File: config.mk
export PLATFORM = sky130hd
export DESIGN_NAME = letc_core_rf_flat
export DESIGN_NICKNAME = d
export VERILOG_FILES = /design/src/rtl/letc_core_rf_if.sv /design/src/rtl/letc_core_rf.sv /design/src/flat_wrapper.sv
export SDC_FILE = /design/constraint.sdc
export NUM_CORES = 2
export LEC_CHECK = 0
export BUFFER_PORTS_ARGS = -buffer_cell sky130_fd_sc_hd__buf_2
export CAP_MARGIN = 20
export CORE_ASPECT_RATIO = 0.5
export CORE_MARGIN = 2
export CORE_UTILIZATION = 40
export DETAILED_ROUTE_END_ITERATION = 12
export PLACE_DENSITY = 0.62
export SLEW_MARGIN = 25
export SYNTH_ARGS = -nofsm -noshare
export SYNTH_HDL_FRONTEND = slang
export SYNTH_SLANG_ARGS = --single-unit
File: constraint.sdc
create_clock -name clk -period 10.8 [get_ports clk]
set_input_delay 1.62 -clock clk [delete_from_list [all_inputs] [get_ports clk]]
set_output_delay 1.62 -clock clk [all_outputs]
set_load 0.03 [all_outputs]
File: src/rtl/letc_core_rf_if.sv
// letc_core_rf_if
//   Bundles the register-file traffic of the LETC core: the writeback
//   register-write port, the two decode read ports with their hazard flags,
//   and the scoreboard reservation/flush controls.
//   master : writeback + decode side (drives indices, data, reservations)
//   slave  : the register file (returns operands, busy flags, sb_err)
interface letc_core_rf_if;
  logic [4:0]  rf_rd_idx;
  logic [31:0] rf_rd_val;
  logic        rf_rd_we;
  logic [4:0]  rs1_idx;
  logic [4:0]  rs2_idx;
  logic [31:0] rs1_val;
  logic [31:0] rs2_val;
  logic        rs1_busy;
  logic        rs2_busy;
  logic        sb_set;
  logic [4:0]  sb_set_idx;
  logic        sb_flush;
  logic        sb_err;

  modport master (
    output rf_rd_idx, rf_rd_val, rf_rd_we,
    output rs1_idx, rs2_idx,
    output sb_set, sb_set_idx, sb_flush,
    input  rs1_val, rs2_val, rs1_busy, rs2_busy, sb_err
  );

  modport slave (
    input  rf_rd_idx, rf_rd_val, rf_rd_we,
    input  rs1_idx, rs2_idx,
    input  sb_set, sb_set_idx, sb_flush,
    output rs1_val, rs2_val, rs1_busy, rs2_busy, sb_err
  );
endinterface

File: src/rtl/letc_core_rf.sv
// letc_core_rf
//   Integer register file (x1..x31, x0 hardwired to zero) with write-through
//   bypass on both read ports, plus a per-register outstanding-writer
//   scoreboard built from saturating counters.
// Ports:
//   clk    : core clock, all state updates on the rising edge
//   rst_n  : asynchronous active-low reset, clears registers, counters, sb_err
//   rf     : letc_core_rf_if.slave
//            rf_rd_idx/rf_rd_val/rf_rd_we : writeback register write
//            rs1_idx/rs2_idx              : decode read indices
//            rs1_val/rs2_val              : bypassed operand data
//            rs1_busy/rs2_busy            : outstanding writer not retiring now
//            sb_set/sb_set_idx            : reserve a destination register
//            sb_flush                     : drop every reservation
//            sb_err                       : sticky, reservation hit a full counter
module letc_core_rf #(
  parameter int SB_CNT_W = 3
) (
  input logic           clk,
  input logic           rst_n,
  letc_core_rf_if.slave rf
);

  localparam logic [SB_CNT_W-1:0] CNT_MAX = {SB_CNT_W{1'b1}};

  logic [31:0]         regs_q [1:31];
  logic [SB_CNT_W-1:0] cnt_q  [1:31];
  logic [SB_CNT_W-1:0] cnt_d  [1:31];
  logic                sb_err_q;
  logic                sb_err_d;

  // One-hot per-register increment/decrement requests; x0 never appears.
  logic [31:1] inc_vec;
  logic [31:1] dec_vec;

  always_comb begin
    inc_vec = '0;
    dec_vec = '0;
    if (rf.sb_set && (rf.sb_set_idx != 5'd0)) begin
      inc_vec[rf.sb_set_idx] = 1'b1;
    end
    if (rf.rf_rd_we && (rf.rf_rd_idx != 5'd0)) begin
      dec_vec[rf.rf_rd_idx] = 1'b1;
    end
  end

  // Counter next state. Flush wins over everything; a simultaneous
  // reservation and retirement on the same register cancel out.
  always_comb begin
    sb_err_d = sb_err_q;
    for (int r = 1; r <= 31; r++) begin
      cnt_d[r] = cnt_q[r];
      if (rf.sb_flush) begin
        cnt_d[r] = '0;
      end else if (inc_vec[r] && !dec_vec[r]) begin
        if (cnt_q[r] == CNT_MAX) begin
          sb_err_d = 1'b1;
        end else begin
          cnt_d[r] = cnt_q[r] + SB_CNT_W'(1);
        end
      end else if (dec_vec[r] && !inc_vec[r] && (cnt_q[r] != '0)) begin
        cnt_d[r] = cnt_q[r] - SB_CNT_W'(1);
      end
    end
  end

  always_ff @(posedge clk or negedge rst_n) begin
    if (!rst_n) begin
      for (int r = 1; r <= 31; r++) begin
        regs_q[r] <= '0;
        cnt_q[r]  <= '0;
      end
      sb_err_q <= 1'b0;
    end else begin
      for (int r = 1; r <= 31; r++) begin
        cnt_q[r] <= cnt_d[r];
        if (dec_vec[r]) begin
          regs_q[r] <= rf.rf_rd_val;
        end
      end
      sb_err_q <= sb_err_d;
    end
  end

  // Read port 1: x0 reads zero, a same-cycle write is bypassed.
  // Busy only if writers remain after the one retiring this cycle.
  always_comb begin
    rf.rs1_val  = '0;
    rf.rs1_busy = 1'b0;
    if (rf.rs1_idx != 5'd0) begin
      if (dec_vec[rf.rs1_idx]) begin
        rf.rs1_val = rf.rf_rd_val;
      end else begin
        rf.rs1_val = regs_q[rf.rs1_idx];
      end
      rf.rs1_busy = (cnt_q[rf.rs1_idx] > SB_CNT_W'(dec_vec[rf.rs1_idx]));
    end
  end

  // Read port 2: identical rules to port 1.
  always_comb begin
    rf.rs2_val  = '0;
    rf.rs2_busy = 1'b0;
    if (rf.rs2_idx != 5'd0) begin
      if (dec_vec[rf.rs2_idx]) begin
        rf.rs2_val = rf.rf_rd_val;
      end else begin
        rf.rs2_val = regs_q[rf.rs2_idx];
      end
      rf.rs2_busy = (cnt_q[rf.rs2_idx] > SB_CNT_W'(dec_vec[rf.rs2_idx]));
    end
  end

  assign rf.sb_err = sb_err_q;

endmodule
File: src/flat_wrapper.sv
// flat-port wrapper written by rule: the top's interface ports become plain ports
module letc_core_rf_flat 
#(
  parameter int SB_CNT_W = 3
)
  (clk, rst_n, rf_rf_rd_idx, rf_rf_rd_val, rf_rf_rd_we, rf_rs1_idx, rf_rs2_idx, rf_sb_set, rf_sb_set_idx, rf_sb_flush, rf_rs1_val, rf_rs2_val, rf_rs1_busy, rf_rs2_busy, rf_sb_err);
  letc_core_rf_if rf_i ();
  input logic clk;
  input logic rst_n;
  input wire logic [$bits(rf_i.rf_rd_idx)-1:0] rf_rf_rd_idx;
  input wire logic [$bits(rf_i.rf_rd_val)-1:0] rf_rf_rd_val;
  input wire logic [$bits(rf_i.rf_rd_we)-1:0] rf_rf_rd_we;
  input wire logic [$bits(rf_i.rs1_idx)-1:0] rf_rs1_idx;
  input wire logic [$bits(rf_i.rs2_idx)-1:0] rf_rs2_idx;
  input wire logic [$bits(rf_i.sb_set)-1:0] rf_sb_set;
  input wire logic [$bits(rf_i.sb_set_idx)-1:0] rf_sb_set_idx;
  input wire logic [$bits(rf_i.sb_flush)-1:0] rf_sb_flush;
  output wire logic [$bits(rf_i.rs1_val)-1:0] rf_rs1_val;
  output wire logic [$bits(rf_i.rs2_val)-1:0] rf_rs2_val;
  output wire logic [$bits(rf_i.rs1_busy)-1:0] rf_rs1_busy;
  output wire logic [$bits(rf_i.rs2_busy)-1:0] rf_rs2_busy;
  output wire logic [$bits(rf_i.sb_err)-1:0] rf_sb_err;
  assign rf_i.rf_rd_idx = rf_rf_rd_idx;
  assign rf_i.rf_rd_val = rf_rf_rd_val;
  assign rf_i.rf_rd_we = rf_rf_rd_we;
  assign rf_i.rs1_idx = rf_rs1_idx;
  assign rf_i.rs2_idx = rf_rs2_idx;
  assign rf_i.sb_set = rf_sb_set;
  assign rf_i.sb_set_idx = rf_sb_set_idx;
  assign rf_i.sb_flush = rf_sb_flush;
  assign rf_rs1_val = rf_i.rs1_val;
  assign rf_rs2_val = rf_i.rs2_val;
  assign rf_rs1_busy = rf_i.rs1_busy;
  assign rf_rs2_busy = rf_i.rs2_busy;
  assign rf_sb_err = rf_i.sb_err;
  letc_core_rf #(.SB_CNT_W(SB_CNT_W)) u_core (.clk(clk), .rst_n(rst_n), .rf(rf_i));
endmodule
==> flow_summary.yaml <==
run_status:
  outcome: "completed"
placed_design:
  post-dp-hpwl_um: 104000
  globalplace.congestion: 0.904
  dpl-instance-area_mm2: 0.0642
  io_buffers: 123
synthesis:
  synth_edf_count: 0
  synth_flop_cell: "dfrtp_1"
  async_reset_ff_frac: 1.00
  yosysWarnings: 0
  synth_area_mm2: 0.0621
  synth_seq_area_share: 0.438
  synth-seq-cells: 1086
  synthesis.nets: 4342
  syn_inst: 4252
  syn_avg_cell_area_um2: 14.6
  synth_cell_types: 74
sta:
  tightest_slew_ns: 1.17
  holdWs_ns: 0.484
  skew_ns: 0.0201
  max_freq_mhz: 128
  period_minus_slack_ns: 7.82
  fin_crit_sh: 0.724
  setup_viol: 0
  drv_slew: 0
  slew_headroom: 0.218
  tns_ns: 0
  hold_violations: 0
  rsz0062_at_grt: "no"
clocking:
  cts_buffers: 111
  cts_root_buffer: "clkbuf_16"
  post-cts-setup-buffers: 0
  clkLatencyLatePin_ns: 0.74
  cts_tree: "done"
  clock_path_buffers: 3
  clkSinkCount: 1086
  hold_buffers: 0
  post_cts_resized: 0
  cts_max_level: 3
  path_clk_slew_ns: 0.08
power_and_ir_drop:
  clockPowerShare: 0.323
  p_switching_uw: 3630
  p_per_area_mw_per_mm2: 184
  p_seq_frac: 0.440
  p_leak_uw: 0.0283
  p_int_uw: 8870
  p_comb_frac: 0.238
  power_switching_share: 0.290
  vdd_drop_max_mv: 0.142
routing:
  drcViolationCount: 0
  wl_um: 192000
  wl_met1_um: 81300
  wl_per_cell_um: 30.5
  firstDrtPassIters: 5
  vias: 40521
  top_layer: "met5"
  route.met2.wl_um: 88600
  drtAntennaViolNets: 0
  via_per_inst: 6.44
  first_iter_violations: 4068
  route.met3.wl_um: 15400
global_routing:
  globalRouteOverflowTotal: 0
  grt_pass1_vias: 41298
  grtUsageTotal: 0.241
  grt_max_degree: 151
  grt_pass1_wl_um: 284000
  antenna_found_initial: 8
die:
  dieArea_mm2: 0.159
  coreArea_mm2: 0.154
  fp.dieW_um: 561
  dieHeight_um: 283
  boundaryPins: 124
  rows: 102
  start_util: 0.402
setup_path:
  critPathArrivalTime_ns: 6.20
  required_ns: 9.18
  path_max_fanout: 58
  startpoint_type: "primary input"
  cp-end-kind: "output pin"
  critPathKind: "in2out"
hold_path:
  hold_path.class: "reg2reg"
finish:
  final_nets: 4212
  area_growth_pct: 9.68
  drive_above_1_share: 0.506
  postLayoutCellArea_mm2: 0.0681
flow_run:
  max-cap-violations: 0
[cells in the final DEF (no fill, tap or decap), types with 11 or more instances in the layout]
cell type,instances
mux2_2,1090
dfrtp_1,1086
mux4_2,600
nand2_1,138
nor3_1,121
buf_2,113
clkbuf_16,112
a22o_1,67
inv_1,62
a21oi_1,60
o21ai_1,58
buf_4,56
a211oi_1,38
mux2i_1,37
nand3_1,33
clkbuf_1,33
a21o_1,31
fa_1,31
xnor2_1,30
o31ai_1,30
clkbuf_8,26
nand2b_1,23
nor2_1,22
a221oi_1,21
a2111oi_0,19
o221a_1,17
and2_1,17
a221o_1,15
a211oi_2,15
nor2_4,14
clkinv_2,13
nand2_2,12
buf_6,11
[synthesized netlist by cell type, types with 34 or more instances]
library cell	number	area, um^2
mux2_2	1090	12300
dfrtp_1	1086	27200
mux4_2	600	13500
clkbuf_1	197	739
nand2_1	157	589
nor3_1	121	606
buf_2	108	541
buf_1	95	357
a22o_1	67	587
inv_1	63	236
a21oi_1	60	300
o21ai_1	58	290
a211oi_1	38	285
mux2i_1	37	370
nor2_1	36	135
nand3_1	34	170
[per-stage QoR]
step / total power, uW / utilization / worst slack (ns) / std cells
2_1_floorplan: 7640 / - / 4.81 / 4252
3_3_place_gp: 8340 / 0.416 / 2.97 / 6086
3_5_place_dp: 8500 / 0.416 / 2.95 / 6086
4_1_cts: 12500 / 0.440 / 2.94 / 6288
5_1_grt: 13000 / 0.441 / 2.84 / 6291
6_report: 12500 / 0.441 / 2.98 / 6292
[layout make-up]
| class | instances | area (um^2) |
|---|---|---|
| Sequential cell | 1086 | 27200 |
| Antenna cell | 1 | 2.50 |
| Multi-Input combinational cell | 2663 | 32900 |
| Fill cell | 13653 | 86300 |
| Clock inverter | 31 | 492 |
| Tap cell | 2080 | 2600 |
| Clock buffer | 171 | 3280 |
| Timing Repair Buffer | 194 | 1380 |
| Inverter | 66 | 255 |
[per-layer routing]
metal / vias to the layer above / global-route usage
li1: 16280 / -
met5: - / 0
met4: 4 / 0.0778
met3: 379 / 0.0488
met1: 22104 / 0.336
met2: 1754 / 0.381
[sequential cells by signal, indices dropped and copies added, names as in the netlist]
signal / flops
u_core.rf.sb_err: 1
u_core.cnt_q: 93
u_core.regs_q: 992
[kinds of logic after synthesis]
| logic type | share of synthesized area |
|---|---|
| muxes | 0.421 |
| DFF | 0.438 |
| buffers and inverters | 0.0363 |
| and+or+nand+nor | 0.0375 |
| AOI/OAI and AO/OA | 0.0514 |
| xor gates and xnor gates | 0.00552 |
| adders and majority gates | 0.0104 |
[power by group through the flow]
| stage | clock [uW] | combinational, uW | sequential (uW) |
|---|---|---|---|
| CTS | 4090 | 2980 | 5470 |
| detailed placement | 0 | 2960 | 5540 |
| finish | 4030 | 2970 | 5500 |
| floorplan | 0 | 2310 | 5340 |
| global route | 4270 | 3170 | 5600 |
| global placement | 0 | 2890 | 5450 |
[worst paths after layout]
kind / from / end / slack, ns / cells past startpoint
max in group asynchronous: rst_n / u_core.regs_q[446] / 7.89 / 3
setup / recovery: rf_rs1_idx[0] / rf_rs1_busy / 2.98 / 15
hold reg to reg: u_core.rf.sb_err / u_core.rf.sb_err / 0.48 / 1
setup reg to reg: u_core.cnt_q[9] / u_core.rf.sb_err / 8.69 / 6
hold / removal: u_core.rf.sb_err / u_core.rf.sb_err / 0.48 / 1
min in group asynchronous: rst_n / u_core.regs_q[4] / 0.90 / 1
[critical path: stages]
cell	delay, ns
buf_8	0.27
buf_16	0.40
nor2b_4	0.06
buf_4	0.39
a31oi_1	0.32
o31ai_1	0.15
a221oi_4	0.23
buf_4	0.60
a31o_4	0.54
inv_4	0.36
ha_1	0.40
nor2_1	0.05
a311o_1	0.31
a22o_1	0.23
buf_2	0.17
No activity file was read; power rests on OpenSTA's default activity.
